### config.mk
export PLATFORM = sky130hd
export DESIGN_NAME = memory_bus_controller
export DESIGN_NICKNAME = d
export VERILOG_FILES = /design/src/rtl/memory_bus_controller.sv
export SDC_FILE = /design/constraint.sdc
export NUM_CORES = 1
export LEC_CHECK = 0
export BUFFER_PORTS_ARGS = -buffer_cell sky130_fd_sc_hd__buf_2
export CAP_MARGIN = 10
export CORE_AREA = 3 3 143 145
export DETAILED_ROUTE_END_ITERATION = 8
export DIE_AREA = 0 0 146 148
export HOLD_SLACK_MARGIN = 0.06
export SYNTH_ARGS = -nofsm -noshare
export SYNTH_HDL_FRONTEND = slang
export SYNTH_SLANG_ARGS = --single-unit
### constraint.sdc
create_clock -name clock -period 3.6 [get_ports clock]
set_input_delay 0 -clock clock [delete_from_list [all_inputs] [get_ports clock]]
set_output_delay 0 -clock clock [all_outputs]
set_load 0.01 [all_outputs]
### src/rtl/memory_bus_controller.sv
// Purpose: decodes cpu word accesses into block RAM or memory-mapped I/O (switches, LEDs, timer, TX FIFO).
// Latency: cpu_read_data is valid one cycle after the address for both RAM and I/O; stores take effect on the next edge.
// Backpressure: the TX FIFO drains on tx_valid & tx_ready; pushes into a full FIFO are dropped and flagged as sticky overflow.
module memory_bus_controller #(
   parameter int          RAM_ADDRESS_WIDTH = 14,
   parameter logic [15:0] IO_BASE           = 16'hFF00,
   parameter int          FIFO_DEPTH        = 8
) (
   input  logic                         clock,
   input  logic                         reset,
   input  logic                         cpu_write_enable,
   input  logic [15:0]                  cpu_address,
   input  logic [15:0]                  cpu_write_data,
   output logic [15:0]                  cpu_read_data,
   output logic                         ram_write_enable,
   output logic [RAM_ADDRESS_WIDTH-1:0] ram_address,
   output logic [15:0]                  ram_write_data,
   input  logic [15:0]                  ram_read_data,
   input  logic [15:0]                  switches,
   output logic [15:0]                  leds,
   output logic [7:0]                   tx_data,
   output logic                         tx_valid,
   input  logic                         tx_ready
);

   localparam int PTR_W = $clog2(FIFO_DEPTH);
   localparam int CNT_W = PTR_W + 1;

   localparam logic [7:0] OFS_SWITCH    = 8'h00;
   localparam logic [7:0] OFS_LED       = 8'h01;
   localparam logic [7:0] OFS_TIMER     = 8'h02;
   localparam logic [7:0] OFS_TX_DATA   = 8'h03;
   localparam logic [7:0] OFS_TX_STATUS = 8'h04;

   // address decode
   logic       is_io;
   logic [7:0] io_offset;
   logic       io_write;
   logic       led_write;
   logic       timer_write;
   logic       fifo_push;
   logic       status_write;

   // switch synchroniser
   logic [15:0] switch_meta;
   logic [15:0] switch_sync;

   // timer
   logic [15:0] timer;

   // TX FIFO
   logic [7:0]       fifo_mem [FIFO_DEPTH];
   logic [PTR_W-1:0] wr_ptr;
   logic [PTR_W-1:0] rd_ptr;
   logic [CNT_W-1:0] fifo_count;
   logic             fifo_full;
   logic             fifo_empty;
   logic             fifo_pop;
   logic             push_accept;
   logic             overflow;
   logic [4:0]       count_ext;
   logic [2:0]       status_count;

   // read path
   logic [15:0] io_read_value;
   logic [15:0] io_read_q;
   logic        read_is_io;
   logic        read_blank;

   // Region decode; the offset only needs the low byte since the I/O window is 256 words.
   assign is_io        = (cpu_address >= IO_BASE);
   assign io_offset    = cpu_address[7:0] - IO_BASE[7:0];
   assign io_write     = cpu_write_enable & is_io;
   assign led_write    = io_write & (io_offset == OFS_LED);
   assign timer_write  = io_write & (io_offset == OFS_TIMER);
   assign fifo_push    = io_write & (io_offset == OFS_TX_DATA);
   assign status_write = io_write & (io_offset == OFS_TX_STATUS);

   assign ram_write_enable = cpu_write_enable & ~is_io;
   assign ram_address      = cpu_address[RAM_ADDRESS_WIDTH-1:0];
   assign ram_write_data   = cpu_write_data;

   // Two-flop synchroniser for the asynchronous board switches.
   always_ff @(posedge clock) begin
      if (reset) begin
         switch_meta <= '0;
         switch_sync <= '0;
      end else begin
         switch_meta <= switches;
         switch_sync <= switch_meta;
      end
   end

   // LED register, written only through its I/O offset.
   always_ff @(posedge clock) begin
      if (reset) begin
         leds <= '0;
      end else if (led_write) begin
         leds <= cpu_write_data;
      end
   end

   // Free-running timer; a store loads it and counting resumes from the loaded value.
   always_ff @(posedge clock) begin
      if (reset) begin
         timer <= '0;
      end else if (timer_write) begin
         timer <= cpu_write_data;
      end else begin
         timer <= timer + 16'd1;
      end
   end

   // A push into a full FIFO is still accepted when a pop frees a slot in the same cycle.
   assign fifo_full   = (fifo_count == CNT_W'(FIFO_DEPTH));
   assign fifo_empty  = (fifo_count == '0);
   assign fifo_pop    = tx_valid & tx_ready;
   assign push_accept = fifo_push & (~fifo_full | fifo_pop);
   assign tx_valid    = ~fifo_empty;
   assign tx_data     = fifo_mem[rd_ptr];

   // FIFO storage; contents need no reset because the pointers define validity.
   always_ff @(posedge clock) begin
      if (push_accept) begin
         fifo_mem[wr_ptr] <= cpu_write_data[7:0];
      end
   end

   // FIFO pointers, occupancy and sticky overflow flag.
   always_ff @(posedge clock) begin
      if (reset) begin
         wr_ptr     <= '0;
         rd_ptr     <= '0;
         fifo_count <= '0;
         overflow   <= 1'b0;
      end else begin
         if (push_accept) begin
            wr_ptr <= wr_ptr + PTR_W'(1);
         end
         if (fifo_pop) begin
            rd_ptr <= rd_ptr + PTR_W'(1);
         end
         case ({push_accept, fifo_pop})
            2'b10:   fifo_count <= fifo_count + CNT_W'(1);
            2'b01:   fifo_count <= fifo_count - CNT_W'(1);
            default: fifo_count <= fifo_count;
         endcase
         if (fifo_push & fifo_full & ~fifo_pop) begin
            overflow <= 1'b1;
         end else if (status_write) begin
            overflow <= 1'b0;
         end
      end
   end

   // Status count field is only three bits wide, so it saturates at 7.
   assign count_ext    = 5'(fifo_count);
   assign status_count = (count_ext > 5'd7) ? 3'd7 : count_ext[2:0];

   // I/O read mux, evaluated in the address cycle.
   always_comb begin
      io_read_value = '0;
      case (io_offset)
         OFS_SWITCH:    io_read_value = switch_sync;
         OFS_LED:       io_read_value = leds;
         OFS_TIMER:     io_read_value = timer;
         OFS_TX_STATUS: io_read_value = {overflow, 10'b0, fifo_full, fifo_empty, status_count};
         default:       io_read_value = '0;
      endcase
   end

   // Register the region select and I/O value so both paths present data one cycle later.
   always_ff @(posedge clock) begin
      if (reset) begin
         read_is_io <= 1'b0;
         io_read_q  <= '0;
         read_blank <= 1'b1;
      end else begin
         read_is_io <= is_io;
         io_read_q  <= io_read_value;
         read_blank <= 1'b0;
      end
   end

   // Read data is forced to zero for the cycle following reset.
   assign cpu_read_data = read_blank ? 16'h0000 : (read_is_io ? io_read_q : ram_read_data);

endmodule

==> results.py, run 1 <==
metrics = {
    "run_status": {
        "status": "finished clean",
    },
    "clock_network": {
        "h-tree-depth": 4,
        "numCtsBuffers": 17,
        "clock_sinks": 160,
        "path_clk_slew_ns": 0.06,
        "cts_resized": 0,
        "cts_setup_buffers": 0,
        "clock-root-buffer": "clkbuf_16",
        "clock_latency_ns": 0.43,
        "clock_path_buffers": 2,
        "hold_buffers": 41,
        "cts_tree": "built",
    },
    "grt": {
        "overflow": 0,
        "grt_max_degree": 53,
        "grt_pass1_wl_mm": 25.2,
        "grt_pass1_vias": 4762,
        "grtUsageTotal_pct": 15.0,
        "antenna_found_initial": 0,
    },
    "logic_synthesis": {
        "synth_seq_cells": 160,
        "yosysUniqueCellTypes": 47,
        "netlist.area_leader.share_pct": 28.5,
        "ys_seq_area_share_pct": 56.9,
        "async_reset_ff_share_pct": 0,
        "netlist_area_um2": 6750,
        "ys_warn_count": 0,
        "synth_edf_count": 64,
        "synth_area_leaders": "dfxtp_1 28%, edfxtp_1 28%, mux4_2 5.3%",
        "yosysTopAreaCell": "dfxtp_1",
        "synth_nets": 665,
        "synth.most_common_cell": "dfxtp_1",
        "synth_commonest_cells": "96 x dfxtp_1, 78 x nor2_1, 64 x edfxtp_1",
        "syn_inst": 591,
        "synth_flop_cell": "dfxtp_1",
        "syn_avg_cell_area_um2": 11.4,
    },
    "routing": {
        "drtIter0Drc": 308,
        "drc": 0,
        "first_pass_iters": 4,
        "wire_per_inst_um": 15.6,
        "drt-total-wl_mm": 15.9,
        "ant_nets": 0,
        "avgViaCountPerCell": 4.64,
        "dr_total_vias": 4710,
    },
    "timing": {
        "rsz0062_at_grt": "no",
        "hold_viol": 0,
        "slew_headroom_pct": 32.1,
        "finalSetupTns_ns": 0,
        "tightest_slew_ns": 1.02,
        "clock-skew-final_ns": 0.00963,
        "slew_viol_final": 0,
        "fmax_mhz": 356,
        "setup_viol": 0,
        "min_period_over_period_pct": 78.0,
        "fin_crit_ns": 2.81,
    },
    "layout": {
        "final_nets": 812,
        "final_area_um2": 8520,
        "drive_above_1_share_pct": 28.8,
        "syn_to_final_growth_pct": 26.2,
        "diodes": 0,
        "nFillCells": 1799,
        "final-seq-area_um2": 3840,
        "multi_input_area_um2": 2530,
    },
    "worst_setup_path": {
        "critPathCaptureType": "flop",
        "crit_fanout": 7,
        "crit_slowest_cell": "or4_1",
        "cp_cell_sequence": "or4_1 > nand2_1 > a21o_1 > inv_2 > ha_1 > a21o_1 > a21o_1 > a211oi_1 > a31oi_1 > mux2_1",
        "worstSetupPathType": "flop to flop",
        "slowest_delay_ns": 0.59,
        "critPathBufInv": 1,
        "cp-start-kind": "flop",
        "critPathRequiredTime_ns": 3.91,
        "cp.arrival_ns": 3.12,
        "critPathTopFamily": "simple AND/OR/NAND/NOR gates",
        "cp_common_cell": "a21o_1",
    },
    "placement": {
        "place_congestion": 0.808,
        "place_area_um2": 7510,
        "dp_hpwl_mm": 10.9,
        "port-buffer-count": 139,
    },
    "floorplanning": {
        "dieArea_um2": 21600,
        "start_util_pct": 34.9,
        "chipHeight_um": 148,
        "rows": 51,
        "ios": 140,
        "die_w_um": 146,
        "core_um2": 19300,
    },
    "flow_run": {
        "max_cap_violations": 0,
    },
    "power": {
        "leakage_nw": 3.23,
        "cellPowerDensity_nw_per_um2": 483,
        "ir_worst_vdd_uv": 369,
    },
    "hold_path": {
        "hp-class": "primary input to flop",
    },
}
state kept, by name (all words and copies together), names as in the netlist, named ones only:
signal and count:
io_read_q 16, switch_meta 16, fifo_count 4, switch_sync 16, leds 16, read_is_io 1, overflow 1, rd_ptr 3
timer 16, fifo_mem 64, read_blank 1, wr_ptr 3
worst paths after layout:
path	start	to	slack, ns	depth (start not counted)
setup reg to reg	fifo_count[3]	fifo_count[3]	0.79	10
setup / recovery	fifo_count[3]	fifo_count[3]	0.79	10
hold / removal	cpu_address[7]	overflow	0.1	5
hold reg to reg	switch_meta[0]	switch_sync[0]	0.43	1
metrics by stage:
| step | setup slack [ns] | power (mW) | instances | util (%) | hold slack (ns) |
|---|---|---|---|---|---|
| floorplan | 0.955 | 2.18 | 591 | - | 0.0277 |
| global placement | 0.873 | 2.29 | 943 | 38.8 | 0.199 |
| detailed placement | 0.827 | 2.30 | 943 | 38.8 | 0.205 |
| CTS | 0.800 | 4.16 | 1016 | 44.1 | 0.0643 |
| global route | 0.628 | 4.28 | 1016 | 44.1 | 0.111 |
| finish | 0.792 | 4.12 | 1016 | 44.1 | 0.0959 |
tightest hold or removal path, stage by stage:
cell and delay [ns]:
buf_2 0.09, or4_4 0.14, nor3_2 0.07, nand3_1 0.09, a21oi_1 0.07
routing by layer:
metal / routed length [um] / up-vias / track usage (%)
li1: - / 2343 / -
met1: 7030 / 2224 / 18.9
met2: 7740 / 115 / 24.7
met3: 717 / 28 / 4.32
met4: 376 / 0 / 5.50
met5: 0 / - / 0
final cells by class:
cell class	count	share of cell area (%)
flip-flops and latches	160	45.1
multi-input cells	362	29.8
repair buffers	190	13.9
clock buffers	19	5.20
well taps	265	3.89
clock inverters	13	1.88
inverters	7	0.308
where the power goes:
group | switching [mW] | internal [mW] | total, mW
clock | 0.720 | 1.11 | 1.83
combinational | 0.180 | 0.174 | 0.355
sequential | 0.0198 | 1.91 | 1.93
total | 0.920 | 3.19 | 4.12
logic make-up (layout without fill, tap and decap cells):
family                     after synthesis  in the layout  share of synthesized area, %
DFF                                    160            160                          56.9
and+or+nand+nor                        210            210                          15.5
muxes                                   62             62                          12.4
xor gates and xnor gates                19             19                          2.46
AOI/OAI and AO/OA                       65             65                          5.95
buffers and inverters                   69            229                          5.56
adders and majority gates                6              6                          1.22
cells in the final DEF (no fill, tap or decap), types with 3 or more instances in the layout:
cell type,Yosys,layout
buf_2,3,139
dfxtp_1,96,96
nor2_1,78,78
edfxtp_1,64,64
nand2_1,46,46
dlygate4sd3_1,0,41
nor2b_1,36,36
a21oi_1,32,32
mux2i_1,31,31
a211oi_1,17,17
clkbuf_16,0,17
mux4_2,16,16
mux2_2,11,11
xor2_1,11,11
nand3_1,10,10
buf_4,30,10
nor3_1,9,9
xnor2_1,8,8
inv_1,6,6
nand4_1,5,5
nor3b_1,5,5
o21ai_0,5,5
ha_1,5,5
a21o_1,4,4
mux2_1,4,4
and4_1,3,3
nand3b_1,3,3
bufinv_16,0,3
clkinv_4,0,3
clkinv_2,0,3
(Power assumes the default switching activity.)
==> run 2: changes to the inputs <==
==> constraint.sdc (replaced) <==
create_clock -name clock -period 2.3 [get_ports clock]
set_input_delay 0 -clock clock [delete_from_list [all_inputs] [get_ports clock]]
set_output_delay 0 -clock clock [all_outputs]
set_load 0.01 [all_outputs]
==> run 2 against run 1 <==
Against the previous run:
- sequential share of layout area fell by 0.70 points
- sequential cell count did not move
- critical path depth did not move
- sequential power rose by 56%
- final cell count rose by 1.4%
- wire length fell by 1.4%
- total power rose by 56%
- worst hold slack got worse by 0.027 ns
- maximum frequency rose by 23%
==> results.py, run 2 (synthesis results as in run 1) <==
metrics = {
    "worst_setup_path": {
        "cp-start-kind": "flop",
        "endpoint": "fifo_count[3]",
        "critPathCaptureType": "flop",
        "r2r_start": "fifo_count[2]",
        "cp.arrival_ns": 2.59,
        "r2r_setup_slack_ns": 0.02,
        "crit_fanout": 3,
        "startpoint": "fifo_count[2]",
        "rr_endpoint": "fifo_count[3]",
        "rr_worst_depth": 10,
        "worstSetupPathType": "flop to flop",
        "critPathRequiredTime_ns": 2.61,
    },
    "timing": {
        "setup_viol": 0,
        "min_period_over_period_pct": 99.2,
        "slew_headroom_pct": 44.1,
        "fin_ws_ns": 0.0180,
        "hold_viol": 0,
        "clock-skew-final_ns": 0.00743,
        "tightest_slew_ns": 0.839,
        "fin_hold_ws_ns": 0.0686,
        "rsz0062_at_grt": "yes",
        "slew_viol_final": 0,
        "fin_crit_ns": 2.28,
        "fmax_mhz": 438,
    },
    "hold_path": {
        "min_from": "reset",
        "hp-class": "primary input to flop",
    },
    "clock_network": {
        "clock-root-buffer": "clkbuf_16",
        "h-tree-depth": 4,
        "clock_latency_ns": 0.43,
        "cts_tree": "built",
        "clock_path_buffers": 2,
        "path_clk_slew_ns": 0.06,
        "clock_sinks": 160,
        "numCtsBuffers": 17,
    },
    "floorplanning": {
        "core_um2": 19300,
        "rows": 51,
        "chipHeight_um": 148,
        "ios": 140,
        "start_util_pct": 34.9,
        "dieArea_um2": 21600,
        "die_w_um": 146,
    },
    "routing": {
        "wire_per_inst_um": 15.2,
        "drt-total-wl_mm": 15.6,
        "drtIter0Drc": 276,
        "drc": 0,
        "dr_total_vias": 4761,
        "avgViaCountPerCell": 4.62,
        "ant_nets": 0,
        "first_pass_iters": 6,
    },
    "layout": {
        "diodes": 0,
        "mostFrequentLayoutCell": "buf_2",
        "top_register": "fifo_mem",
        "final_cell_mix": "139 x buf_2, 95 x dfxtp_1, 78 x nor2_1",
        "syn_to_final_growth_pct": 28.2,
        "final_nets": 827,
        "largest_reg_flops": 64,
        "final_core_util_pct": 44.8,
        "drive_above_1_share_pct": 32.4,
    },
    "placement": {
        "preCtsSetupSlack_ns": -0.0313,
        "dp_hpwl_mm": 11.1,
        "port-buffer-count": 139,
        "place_congestion": 0.800,
    },
    "power": {
        "ir_worst_vdd_uv": 569,
        "clkPwrFrac_pct": 43.5,
        "leakage_nw": 3.32,
        "p_comb_share_pct": 9.5,
        "cellPowerDensity_nw_per_um2": 741,
        "p_switching_mw": 1.46,
        "swShare_pct": 22.8,
        "power.internal_mw": 4.96,
        "seqPwrFrac_pct": 47.0,
    },
    "grt": {
        "grt_max_degree": 83,
        "grt_pass1_vias": 4794,
        "overflow": 0,
        "grtUsageTotal_pct": 14.7,
        "antenna_found_initial": 0,
        "grt_pass1_wl_mm": 25.1,
    },
    "flow_run": {
        "max_cap_violations": 0,
    },
    "run_status": {
        "status": "finished clean",
    },
}
[run 2: final cells by class]
class,instances,area (um^2)
fillers,1804,10700
flip-flops and latches,160,3840
multi-input cells,362,2590
repair buffers,205,1280
clock buffers,19,453
well taps,265,332
clock inverters,12,129
inverters,7,26.3
[run 2: worst min path at each step]
stage                     depth (start not counted)               to
final                                             4     io_read_q[0]
after global routing                              4     io_read_q[3]
after CTS                                         4     io_read_q[0]
after detailed placement                          2  ram_address[10]
after global placement                            2   ram_address[6]
after floorplan                                   0       read_blank
[run 2: power groups by stage]
stage               sequential [mW]  clock [mW]  combinational (mW)
finish                         3.01        2.79               0.611
detailed placement             3.08           0               0.563
CTS                            3.01        2.85               0.616
floorplan                      3.07           0               0.357
global placement               3.07           0               0.560
global route                   3.02        2.98               0.674
[run 2: layer usage]
layer | global-route usage [%] | wire (um)
met3 | 4.29 | 778
met1 | 18.4 | 7110
met5 | 0 | 0
met2 | 23.7 | 7270
met4 | 6.82 | 483
[run 2: repair_timing]
item	4_1_cts	5_1_grt
endpoints found under the hold margin	115	0
hold buffers	35	0
pin swaps	1	0
resized for setup	1	0
setup buffers	1	0
endpoints found under the setup margin	1	1
[run 2: worst max-delay path: stages, from the launching register on]
cell      delay [ns]
dfxtp_2         0.32
or4_4           0.55
nand2_4         0.08
a21o_1          0.11
inv_2           0.06
ha_4            0.20
a21o_1          0.16
a21o_1          0.17
a211oi_2        0.13
a31oi_1         0.06
mux2_1          0.32
[run 2: through the flow]
step                cell area (um^2)  std cells  total power, mW  setup TNS [ns]
floorplan                       6800        591             3.43         -0.0882
global placement                7700        963             3.63        -0.00592
CTS                             8660       1030             6.48               0
global route                    8660       1030             6.67         -0.0902
detailed placement              7700        963             3.64         -0.0313
finish                          8660       1030             6.42               0
